--- src/rtl/dii_package.sv ---
`default_nettype none
// ============================================================================
//  Module      : dii_package
//  Description : Shared constants and types for the DII packet receiver:
//                flit width, header flit indices, minimum legal packet
//                length and the receiver state encoding.
//  Revision    : 1.0 - initial release
// ============================================================================
package dii_package;

    localparam int FLIT_W      = 16;
    localparam int HDR_DEST    = 0;
    localparam int HDR_SRC     = 1;
    localparam int HDR_FLAGS   = 2;
    // A packet must at least carry the three header flits.
    localparam int MIN_PKT_LEN = 3;

    typedef enum logic [1:0] {
        ST_IDLE = 2'd0,
        ST_RECV = 2'd1,
        ST_DROP = 2'd2,
        ST_FULL = 2'd3
    } rx_state_e;

endpackage : dii_package
`default_nettype wire

--- src/rtl/dii_channel.sv ---
`default_nettype none
// ============================================================================
//  Module      : dii_channel
//  Description : DII flit channel. The master drives data/first/last/valid,
//                the slave answers with ready; a flit moves on a cycle where
//                valid and ready are both high.
//  Revision    : 1.0 - initial release
// ============================================================================
interface dii_channel;

    logic [dii_package::FLIT_W-1:0] data;
    logic                           first;
    logic                           last;
    logic                           valid;
    logic                           ready;

    modport master (output data, output first, output last, output valid, input  ready);
    modport slave  (input  data, input  first, input  last, input  valid, output ready);

endinterface : dii_channel
`default_nettype wire

--- src/rtl/dii_packet_rx.sv ---
`default_nettype none
// ============================================================================
//  Module      : dii_packet_rx
//  Description : Receives DII packets into a MAX_LEN x 16 register buffer and
//                holds a complete packet (>= 3 flits) until the consumer
//                acknowledges it. Malformed packets are discarded.
//  Ports       : clk, rst (async, active-high)
//                in          - DII slave channel (ready driven here)
//                pkt_valid   - a complete packet is held
//                pkt_ack     - consumer releases the held packet
//                pkt_len     - flit count of the held packet
//                pkt_dest/src/flags - header flits 0/1/2
//                rd_addr/rd_data    - combinational random read of the buffer
//                err_count   - saturating protocol error counter, present
//                              only when DII_PACKET_RX_ERR_CNT_EN is defined
//  Revision    : 1.0 - initial release
// ============================================================================
module dii_packet_rx
    import dii_package::*;
#(
    parameter  int MAX_LEN = 8,
    localparam int LW      = $clog2(MAX_LEN + 1),
    localparam int AW      = $clog2(MAX_LEN)
) (
    input  logic              clk,
    input  logic              rst,
    dii_channel.slave         in,
    output logic              pkt_valid,
    input  logic              pkt_ack,
    output logic [LW-1:0]     pkt_len,
    output logic [FLIT_W-1:0] pkt_dest,
    output logic [FLIT_W-1:0] pkt_src,
    output logic [FLIT_W-1:0] pkt_flags,
    input  logic [AW-1:0]     rd_addr,
    output logic [FLIT_W-1:0] rd_data
`ifdef DII_PACKET_RX_ERR_CNT_EN
    ,
    output logic [7:0]        err_count
`endif
);

    rx_state_e         state_q, state_d;
    logic [LW-1:0]     len_q, len_d;
    logic              pkt_valid_q, pkt_valid_d;
    logic [FLIT_W-1:0] mem_q [MAX_LEN];

    logic              xfer;
    logic              wr_en;
    logic [AW-1:0]     wr_idx;
    logic              err;

    // Back-pressure is decoded straight from state so FULL stalls at once.
    assign in.ready = (state_q != ST_FULL);
    assign xfer     = in.valid & in.ready;

    always_comb begin
        state_d = state_q;
        len_d   = len_q;
        wr_en   = 1'b0;
        wr_idx  = '0;
        err     = 1'b0;
        unique case (state_q)
            ST_IDLE, ST_RECV: begin
                if (xfer) begin
                    if (in.first) begin
                        // A new header mid-packet abandons the partial packet.
                        err    = (state_q == ST_RECV);
                        wr_en  = 1'b1;
                        wr_idx = '0;
                        len_d  = LW'(1);
                        if (in.last) begin
                            err     = 1'b1;
                            len_d   = '0;
                            state_d = ST_IDLE;
                        end else begin
                            state_d = ST_RECV;
                        end
                    end else if (state_q == ST_IDLE) begin
                        err = 1'b1;
                    end else if (len_q == LW'(MAX_LEN)) begin
                        // Overlong: swallow the rest of the packet.
                        err     = 1'b1;
                        len_d   = '0;
                        state_d = in.last ? ST_IDLE : ST_DROP;
                    end else begin
                        wr_en  = 1'b1;
                        wr_idx = len_q[AW-1:0];
                        len_d  = len_q + LW'(1);
                        if (in.last) begin
                            if (len_d >= LW'(MIN_PKT_LEN)) begin
                                state_d = ST_FULL;
                            end else begin
                                err     = 1'b1;
                                len_d   = '0;
                                state_d = ST_IDLE;
                            end
                        end
                    end
                end
            end
            ST_DROP: begin
                if (xfer && in.last) begin
                    state_d = ST_IDLE;
                end
            end
            ST_FULL: begin
                if (pkt_ack) begin
                    len_d   = '0;
                    state_d = ST_IDLE;
                end
            end
            default: state_d = ST_IDLE;
        endcase
        pkt_valid_d = (state_d == ST_FULL);
    end

    always_ff @(posedge clk or posedge rst) begin
        if (rst) begin
            state_q     <= ST_IDLE;
            len_q       <= '0;
            pkt_valid_q <= 1'b0;
        end else begin
            state_q     <= state_d;
            len_q       <= len_d;
            pkt_valid_q <= pkt_valid_d;
        end
    end

    // Data storage carries no reset; it is only meaningful below len_q.
    always_ff @(posedge clk) begin
        if (wr_en) begin
            mem_q[wr_idx] <= in.data;
        end
    end

    assign pkt_valid = pkt_valid_q;
    assign pkt_len   = len_q;
    assign pkt_dest  = mem_q[HDR_DEST];
    assign pkt_src   = mem_q[HDR_SRC];
    assign pkt_flags = mem_q[HDR_FLAGS];
    assign rd_data   = mem_q[rd_addr];

`ifdef DII_PACKET_RX_ERR_CNT_EN
    logic [7:0] err_cnt_q, err_cnt_d;

    always_comb begin
        err_cnt_d = err_cnt_q;
        if (err && (err_cnt_q != 8'hFF)) begin
            err_cnt_d = err_cnt_q + 8'd1;
        end
    end

    always_ff @(posedge clk or posedge rst) begin
        if (rst) begin
            err_cnt_q <= 8'd0;
        end else begin
            err_cnt_q <= err_cnt_d;
        end
    end

    assign err_count = err_cnt_q;
`else
    logic unused_err;
    assign unused_err = err;
`endif

endmodule : dii_packet_rx
`default_nettype wire

--- src/flat_wrapper.sv ---
// flat-port wrapper written by rule: the top's interface ports become plain ports
module dii_packet_rx_flat import dii_package::*;
#(
    parameter  int MAX_LEN = 8,
    localparam int LW      = $clog2(MAX_LEN + 1),
    localparam int AW      = $clog2(MAX_LEN)
)
  (clk, rst, pkt_valid, pkt_ack, pkt_len, pkt_dest, pkt_src, pkt_flags, rd_addr, rd_data, in_data, in_first, in_last, in_valid, in_ready);
  dii_channel in_i ();
  input  logic clk;
  input  logic rst;
  output logic pkt_valid;
  input  logic pkt_ack;
  output logic [LW-1:0] pkt_len;
  output logic [FLIT_W-1:0] pkt_dest;
  output logic [FLIT_W-1:0] pkt_src;
  output logic [FLIT_W-1:0] pkt_flags;
  input  logic [AW-1:0] rd_addr;
  output logic [FLIT_W-1:0] rd_data;
  input wire logic [$bits(in_i.data)-1:0] in_data;
  input wire logic [$bits(in_i.first)-1:0] in_first;
  input wire logic [$bits(in_i.last)-1:0] in_last;
  input wire logic [$bits(in_i.valid)-1:0] in_valid;
  output wire logic [$bits(in_i.ready)-1:0] in_ready;
  assign in_i.data = in_data;
  assign in_i.first = in_first;
  assign in_i.last = in_last;
  assign in_i.valid = in_valid;
  assign in_ready = in_i.ready;
  dii_packet_rx #(.MAX_LEN(MAX_LEN)) u_core (.clk(clk), .rst(rst), .in(in_i), .pkt_valid(pkt_valid), .pkt_ack(pkt_ack), .pkt_len(pkt_len), .pkt_dest(pkt_dest), .pkt_src(pkt_src), .pkt_flags(pkt_flags), .rd_addr(rd_addr), .rd_data(rd_data));
endmodule
--- config.mk ---
export PLATFORM = sky130hd
export DESIGN_NAME = dii_packet_rx_flat
export DESIGN_NICKNAME = d
export VERILOG_FILES = /design/src/rtl/dii_package.sv /design/src/rtl/dii_channel.sv /design/src/rtl/dii_packet_rx.sv /design/src/flat_wrapper.sv
export SDC_FILE = /design/constraint.sdc
export NUM_CORES = 1
export LEC_CHECK = 0
export BUFFER_PORTS_ARGS = -buffer_cell sky130_fd_sc_hd__buf_2
export CORE_UTILIZATION = 56
export CTS_CLUSTER_DIAMETER = 150
export DETAILED_ROUTE_END_ITERATION = 10
export PLACE_DENSITY = 0.8
export SYNTH_ARGS = -nofsm -noshare
export SYNTH_HDL_FRONTEND = slang
export SYNTH_SLANG_ARGS = --single-unit
--- constraint.sdc ---
create_clock -name clk -period 3.9 [get_ports clk]
set_input_delay 0 -clock clk [delete_from_list [all_inputs] [get_ports clk]]
set_output_delay 0 -clock clk [all_outputs]
set_load 0.05 [all_outputs]
# Word-level counts from Yosys, hierarchy flattened
# Memories as Yosys holds them, arrays and structs flattened.
# Index checks and enable logic that the tools add are counted.
# word_totals
inputBits	25
elab_cells	53
mem_bits_rw	128
out_inout_bits	70
n_memories	1
reg_bits	7
# op_classes
n_reduce_logical	5
addsub	1
bitwise	1
mux	32
n_eq_ne	9
order_cmp	1
# memory_table
memory	depth	width	rd	rd_clocked_by_memory_dff	write_ports	line_no	text
u_core.mem_q	8	16	4	0	1	dii_packet_rx.sv:45	logic [FLIT_W-1:0] mem_q [MAX_LEN];
# ops
operator	n
$mux 4	7
$mux 2	9
$mux 3	5
$mux 1	9
$pmux 4 s2	1
$eq 2x2->1 const B	3
$pmux 2 s3	1
$add 4x1->4 const B	1
$eq 4x4->1 const B	1
$ge 4x2->1 const B	1
$ne 2x2->1 const B	2
$reduce_and 4->1	1
$ne 3x3->1 const B	1
$eq 2x1->1 const B	1
$logic_not 2->1	1
$ne 2x1->1 const B	1
$reduce_bool 2->1	1
$reduce_or 2->1	1
$and 1x1->1	1
$logic_and 1x1->1	1

# Longest topological paths before layout
# Gate-level depths: netlist of the first run.
# depth
word_depth	10
mapped_depth	6
mapped_depth_nobuf	6

# Worst setup path before layout of the first run
# No wires, ideal clock.
# synth_path
path_kind	register to register
startpoint	register u_core.len_q[0], in the netlist u_core.pkt_len[0]
endpoint	memory u_core.mem_q[6][0] (enable)
path_buffers	0
setup_time_ns	0.430
t_required_ns	3.470
path_slack_ns	0.211
synth_period_minus_slack_ns	3.689
path_stages_with_launch	7
arrival_ns	3.258
path_cell_list	dfrtp_1 -> inv_1 -> ha_1 -> nand3b_1 -> a31oi_1 -> or2_2 -> nor4_1
# synth_between
elab_chain_cells	8
elab_cells_between_ends	13
classes_between	eq/ne: 1; mux: 12
# synth_lines
item	line_no	text
start: declaration	dii_packet_rx.sv:43	logic [LW-1:0] len_q, len_d;
start signal: assignment	dii_packet_rx.sv:124	len_q <= len_d;
$eq 4x4->1	dii_packet_rx.sv:80	end else if (len_q == LW'(MAX_LEN)) begin
$mux 1	dii_packet_rx.sv:80	
$mux 1	dii_packet_rx.sv:78	end else if (state_q == ST_IDLE) begin
$mux 1	dii_packet_rx.sv:65	if (in.first) begin
$mux 1	dii_packet_rx.sv:64	if (xfer) begin
$mux 1	dii_packet_rx.sv:62	unique case (state_q)
$mux 1	dii_packet_rx.sv:131	if (wr_en) begin
$mux 1 (not written as such)	dii_packet_rx.sv:132	mem_q[wr_idx] <= in.data;
end: declaration	dii_packet_rx.sv:45	
# Parallel ways exist; a longest one is shown, timed or not.

# Worst setup path in the final report of the first run
# layout_path
startpoint	register u_core.len_q[1], in the netlist u_core.pkt_len[1]
endpoint	register u_core.state_q[1]
# layout_between
elab_chain_cells	9
elab_cells_between_ends	10
classes_between	add/sub: 1; order compare: 1; eq/ne: 1; mux: 7
# layout_lines
item	line_no	text
$add 4x1->4	dii_packet_rx.sv:88	len_d = len_q + LW'(1);
$ge 4x2->1	dii_packet_rx.sv:90	if (len_d >= LW'(MIN_PKT_LEN)) begin
$mux 2	dii_packet_rx.sv:90	
$mux 2	dii_packet_rx.sv:89	if (in.last) begin
$mux 2 (*)	dii_packet_rx.sv:80	
$mux 2 (*)	dii_packet_rx.sv:78	
$mux 2 (*)	dii_packet_rx.sv:65	
$mux 2 (*)	dii_packet_rx.sv:64	
$pmux 2 s3 (*)	dii_packet_rx.sv:62	
named net u_core.state_d[1]	dii_packet_rx.sv:42	rx_state_e state_q, state_d;
end signal: assignment	dii_packet_rx.sv:123	state_q <= state_d;
end: declaration	dii_packet_rx.sv:42	
# The timed path passes the listed nets; every way through them passes the cells marked *.
# A chain may end at the register's enable or synchronous reset.

==> reports/qor.csv, run 1 <==
stage;metric;value;unit
die;die_w;101.1;µm
timing;hold_viol;0;
final_layout;drive_above_1_share;39.56;%
setup_path;arrival;3.18;ns
route;wl_per_cell;21.51;µm
clock_network;post-cts-setup-buffers;0;
synth;synth_edf_count;128;
final_layout;seqCellArea;4019;µm²
timing;slew_headroom;35.88;%
power;leakagePower;2.573;nW
synth;synth_top_area_cell;edfxtp_1;
final_layout;nets;422;
timing;fin_crit;2.770;ns
clock_network;path_clk_slew;0.06;ns
setup_path;cp-end-kind;register;
setup_path;crit_top_cell;dlygate4sd3_1;
setup_path;required;4.31;ns
synth;yosys-top-cells-count;edfxtp_1, mux4_1, mux2_2;
timing;clock_skew;0.009713;ns
power;seqPwrFrac;46.1;%
synth;synth_fp_nets;285;
final_layout;multiInputGateArea;1415;µm²
route;drc_errors;0;
die;initial_core_util;58.62;%
global_route;grt_max_degree;33;
synth;syn_area;5494;µm²
global_route;gr-total-overflow;0;
run;cap_violations;0;
route;dr.pass1.iters;5;
setup_path;slowest_delay;0.61;ns
setup_path;crit_slowest_cell;dlygate4sd3_1;
global_route;grt_pass1_wl;17540;µm
place;place_hpwl;7125;µm
setup_path;reg2reg_depth;7;
route;vias_per_cell;5.813;
min_path;hp-class;input port to register;
clock_network;root_buffer;clkbuf_8;
timing;clock.fmax;361.0;MHz
global_route;track_usage;24.76;%
clock_network;cts_buffers;17;
timing;setup_violations;0;
final_layout;fillers;554;
global_route;grt_pass1_vias;3236;
synth;synthCells;257;
clock_network;worstSkewPairLatency;0.53;ns
final_layout;diodes;0;
power;p_comb_share;13.3;%
place;placed_area;6152;µm²
timing;rsz0062_at_grt;false;
route;ant_nets;0;
setup_path;crit_type;register to register;
clock_network;cts_sinks;135;
final_layout;area_growth;26.76;%
setup_path;path_cells;ha_1 > xor2_1 > or3_1 > o2111ai_1 > dlygate4sd3_1 > nand2_1 > dlygate4sd3_1;
final_layout;final_cell_area;6964;µm²
route;vias;3116;
die;io_pins;95;
synth;ys_seq_area_share;73.15;%
die;dieArea;10210;µm²
status;outcome;finished clean;
timing;timing.final.crit_share;71.03;%
place;gp_routability_congestion;0.9191;
power;clkPwrFrac;40.6;%
power;power.density;522.8;nW/µm²
clock_network;cts_tree;built;
synth;yosysTopAreaCellShare;69.96;%
synth;ys_types;44;
die;core.rowCount;35;
timing;fin_setup_tns;0;ns
synth;synth_area_leaders;edfxtp_1, mux4_1, mux2_2;
clock_network;clockBufferDepth;2;
route;drt_iter0_drc;176;
global_route;antenna_found_initial;0;
setup_path;cp-start-kind;register;
route;wl;11530;µm
synth;yosysMostFrequentCell;edfxtp_1;
place;placement.io_buffers;94;
timing;drv_slew;0;
setup_path;crit_fanout;7;
synth;avgSynthCellArea;21.38;µm²
power;p_switching;0.9478;mW
synth;ys_warn_count;0;
die;core-area;9371;µm²
power;internal_power;2.693;mW
power;sw_frac_of_total;26.03;%
synth;ys_seq_elements;135;
synth;ys_async_sr_fraction;5.185;%
die;chipHeight;101.1;µm
synth;synth_flop_cell;edfxtp_1;
min_path;hold_depth;2;
timing;worst_pin_slew;0.9619;ns
power;ir_drop;0.5042;mV
clock_network;cts-htree-levels;4;
## flip-flops by register name, summed over array words and instances (netlist names)
name,flops
u_core.mem_q,128
u_core.pkt_len,4
u_core.pkt_valid,1
u_core.state_q,2
## timing repair
action                    CTS  global route
hold buffers               26             0
gates resized for setup     0             0
hold endpoints to repair  140             0
## path summary, 6_finish.rpt
check / from / endpoint / slack [ns]
max reg2reg: u_core.pkt_len[1] / u_core.state_q[1] / 1.13
max in group asynchronous: rst / u_core.pkt_len[1] / 3.21
min in group asynchronous: rst / u_core.pkt_valid / 0.49
min: in_data[2] / u_core.mem_q[2][2] / 0.28
max: u_core.pkt_len[1] / u_core.state_q[1] / 1.13
min reg2reg: u_core.pkt_len[3] / u_core.pkt_len[3] / 0.65
## area by class of cell
type / instances / share of cell area [%]
multi-input cells: 106 / 20.32
well taps: 129 / 2.318
flip-flops and latches: 135 / 57.71
clock inverters: 13 / 1.868
repair buffers: 129 / 11.46
inverters: 5 / 0.2695
clock buffers: 19 / 6.055
## kinds of logic after synthesis
group / synth area share [%]
AO/OA/AOI/OAI: 2.574
XOR/XNOR: 0.3189
adder cells (fa/ha/maj): 0.6833
buffers and inverters: 1.708
flip-flops: 73.15
multiplexers: 18.31
AND/OR/NAND/NOR: 3.257
## cells in the final DEF, fill, tap and decap left out, types with 3 or more instances in the layout
master / netlist / layout
mux4_1: 28 / 28
clkinv_1: 0 / 3
dfrtp_1: 7 / 7
dlygate4sd3_1: 0 / 26
o21ai_0: 5 / 5
clkinvlp_4: 0 / 3
nand2_1: 3 / 3
buf_4: 0 / 9
inv_1: 5 / 5
nor2_1: 5 / 3
nand3_1: 6 / 6
nor3_2: 1 / 4
mux4_2: 4 / 4
edfxtp_1: 128 / 128
clkbuf_16: 0 / 16
buf_2: 2 / 94
mux2_2: 16 / 16
ha_1: 3 / 3
## worst max-delay path: cells and delay by family, from the launching register on
family / cells / cell delay, ns
buf+inv: 2 / 1.17
flops: 1 / 0.46
simple gates: 2 / 0.42
fa+ha+maj: 1 / 0.27
compound gates: 1 / 0.19
xor+xnor: 1 / 0.15
## layer usage
metal	wire length, µm	vias to the layer above	GRT usage (%)	part of all wire [%]
met3	875	13	7.559	7.6
li1	-	1374	-	-
met1	4724	1560	32.30	41
met5	0	-	0	0
met2	5786	169	39.77	50
met4	142	0	9.030	1.2
## metrics by stage
stage                     std cells  util [%]  power [mW]  setup WS (ns)  hold slack, ns
after floorplan                 257         -       2.036         0.2113         -0.1966
after global placement          478     65.65       2.147          1.510        -0.06489
after detailed placement        478     65.65       2.161          1.349        -0.05520
after CTS                       536     74.31       3.659          1.173          0.2664
after global routing            536     74.31       3.760          1.031          0.2763
final                           536     74.31       3.641          1.130          0.2778
## power by group through the flow
stage / combinational [mW] / clock, mW / sequential, mW
2_1_floorplan: 0.221 / 0 / 1.82
3_3_place_gp: 0.446 / 0 / 1.70
3_5_place_dp: 0.456 / 0 / 1.71
4_1_cts: 0.484 / 1.50 / 1.68
5_1_grt: 0.513 / 1.56 / 1.68
6_report: 0.485 / 1.48 / 1.68
No activity file was read; power rests on OpenSTA's default activity.
==> run 2, diff against run 1 <==
- ABC_AREA: unset -> 1
- CORE_UTILIZATION: 56 -> 50
- PLACE_DENSITY: 0.8 -> 0.75
- clock period: 3.9 -> 2.5 ns (I/O delays scaled with it)
==> reports/qor.csv, run 2 <==
stage;metric;value;unit
status;outcome;finished clean;
route;wl_met3;730;µm
final_layout;drive_above_1_share;27.73;%
setup_path;cp-start-kind;register;
final_layout;diodes;0;
synth;ys_seq_elements;135;
power;sw_frac_of_total;31.13;%
place;placement.io_buffers;94;
global_route;antenna_found_initial;0;
clock_network;clockBufferDepth;2;
final_layout;stdcell_count;735;
die;chipHeight;107.4;µm
route;wl_met2;6503;µm
timing;clock_skew;0.006822;ns
timing;clock.fmax;446.2;MHz
clock_network;cts_resized;0;
place;placed_area;6232;µm²
timing;timing.final.crit_share;89.65;%
timing;drv_slew;0;
timing;timing.final.ws_setup;0.2588;ns
setup_path;crit_type;register to register;
clock_network;path_clk_slew;0.06;ns
min_path;hold_depth;2;
power;leakagePower;2.640;nW
die;core.rowCount;38;
setup_path;required;2.90;ns
power;p_switching;1.988;mW
final_layout;regMostFlops;u_core.mem_q;
global_route;grt_pass1_wl;18980;µm
power;seqPwrFrac;43.1;%
timing;fin_crit;2.241;ns
route;wl_per_cell;17.01;µm
setup_path;cp-end-kind;register;
final_layout;final_cell_mix;edfxtp_1, nor2_1, buf_2;
power;ir_drop;0.5294;mV
route;drc_errors;0;
synth;yosysMostFrequentCell;edfxtp_1;
synth;synth_area_leaders;edfxtp_1, nor2_1, o21ai_0;
route;ant_nets;0;
route;met1_length;5053;µm
final_layout;area_growth;26.12;%
synth;synth_top_area_cell;edfxtp_1;
clock_network;worstSkewPairLatency;0.52;ns
synth;yosys-top-cells-count;edfxtp_1, nor2_1, o21ai_0;
timing;hold_viol;0;
clock_network;root_buffer;clkbuf_8;
place;place_ws;0.3571;ns
final_layout;multiInputGateArea;1361;µm²
global_route;grt_max_degree;40;
min_path;hp-class;input port to register;
synth;synth_edf_count;128;
clock_network;cts_sinks;135;
power;power.density;911.9;nW/µm²
power;power;6.385;mW
place;dp.cells;682;
setup_path;slowest_delay;0.56;ns
synth;avgSynthCellArea;12.17;µm²
setup_path;crit_slowest_cell;dlygate4sd3_1;
timing;worst_pin_slew;0.9508;ns
timing;rsz0062_at_grt;false;
clock_network;cts-htree-levels;4;
setup_path;path_cells;inv_1 > ha_1 > nand3_2 > nand2_4 > nor2_2 > nand2_1 > nand2_1 > nand2_1 > nand2_1 > dlygate4sd3_1 > nand2_1 > a21oi_1;
final_layout;final_cell_area;7002;µm²
global_route;grt_pass1_vias;3814;
global_route;track_usage;22.59;%
setup_path;reg2reg_depth;12;
final_layout;nets;613;
synth;yosysTopAreaCellShare;69.24;%
final_layout;largest_reg_flops;128;
place;place_hpwl;7826;µm
power;clkPwrFrac;34.9;%
route;wl;12500;µm
die;initial_core_util;51.21;%
synth;syn_area;5552;µm²
synth;synthCells;456;
final_layout;final_common_cell;edfxtp_1;
global_route;gr-total-overflow;0;
final_layout;seqCellArea;4019;µm²
run;cap_violations;0;
route;dr.pass1.iters;5;
synth;synth_flop_cell;edfxtp_1;
timing;slew_headroom;36.54;%
route;top_layer;met4;
setup_path;arrival;2.64;ns
synth;synth_fp_nets;484;
final_layout;fillers;808;
die;core-area;10840;µm²
clock_network;cts_tree;built;
setup_path;crit_top_cell;nand2_1;
synth;ys_async_sr_fraction;5.185;%
clock_network;cts_buffers;17;
synth;ys_types;32;
power;p_comb_share;22.1;%
route;drt_iter0_drc;307;
route;vias;4042;
die;die_w;107.4;µm
timing;setup_violations;0;
die;io_pins;95;
power;internal_power;4.397;mW
route;vias_per_cell;5.499;
setup_path;crit_fanout;6;
synth;ys_seq_area_share;72.39;%
place;gp_routability_congestion;0.8410;
die;dieArea;11530;µm²
synth;ys_warn_count;0;
run 2: changes by cell type after synthesis, moves of 15 or more:
cell	previous run	this run
a31oi_1	2	17
mux2_2	16	0
mux4_1	28	0
nand2_1	3	23
nor2_1	5	123
o21ai_0	5	56
o22ai_1	1	16
run 2: area by class of cell:
class	instances	area share [%]
timing repair buffer	132	11.83
sequential	135	57.40
tap	140	2.502
inverter	23	1.269
clock buffer	18	5.969
clock inverter	11	1.590
multi-input combinational	276	19.44
run 2: routing by layer:
metal	vias up	track usage, %
met5	-	0
met4	0	8.415
met3	19	6.053
met2	149	39.40
met1	1991	26.75
li1	1883	-
run 2: critical path: cells and delay by family (launching register included):
| kind | cells | cell delay [ns] |
|---|---|---|
| compound gates | 1 | 0.07 |
| buf+inv | 2 | 0.81 |
| fa+ha+maj | 1 | 0.22 |
| flops | 1 | 0.43 |
| simple gates | 8 | 0.61 |
run 2: worst paths after layout:
check | startpoint | slack [ns] | end
max in group asynchronous | rst | 1.79 | u_core.state_q[1]
max | u_core.pkt_len[0] | 0.26 | u_core.pkt_valid
max reg2reg | u_core.pkt_len[0] | 0.26 | u_core.pkt_valid
min in group asynchronous | rst | 0.50 | u_core.pkt_valid
min | in_data[12] | 0.30 | u_core.mem_q[0][12]
min reg2reg | u_core.pkt_len[3] | 0.63 | u_core.pkt_len[3]
run 2: power by group through the flow:
stage          Clock, mW  Combinational [mW]  Sequential (mW)
4_1_cts             2.25                1.42             2.75
3_5_place_dp           0                1.37             2.79
6_report            2.23                1.41             2.75
2_1_floorplan          0               0.628             3.18
3_3_place_gp           0                1.35             2.79
5_1_grt             2.34                1.50             2.76
run 2: metrics by stage:
stage	hold WS (ns)	setup TNS (ns)	utilization, %
after floorplan	-0.1966	-21.33	-
after global placement	-0.05651	0	57.49
after detailed placement	-0.05578	0	57.49
after CTS	0.2836	0	64.59
after global routing	0.3133	0	64.59
final	0.2983	0	64.59
run 2: logic make-up (layout without fill, tap and decap cells):
group                    after synthesis  in the layout  share of synthesized area [%]
AND/OR/NAND/NOR                      163            163                          12.22
flip-flops                           135            135                          72.39
AO/OA/AOI/OAI                        110            110                          11.27
buffers and inverters                 45            184                          3.448
adder cells (fa/ha/maj)                3              3                         0.6762
run 2: repair_timing:
item                      CTS  global route
setup buffers               0             0
hold buffers               24             0
hold endpoints to repair  142             0
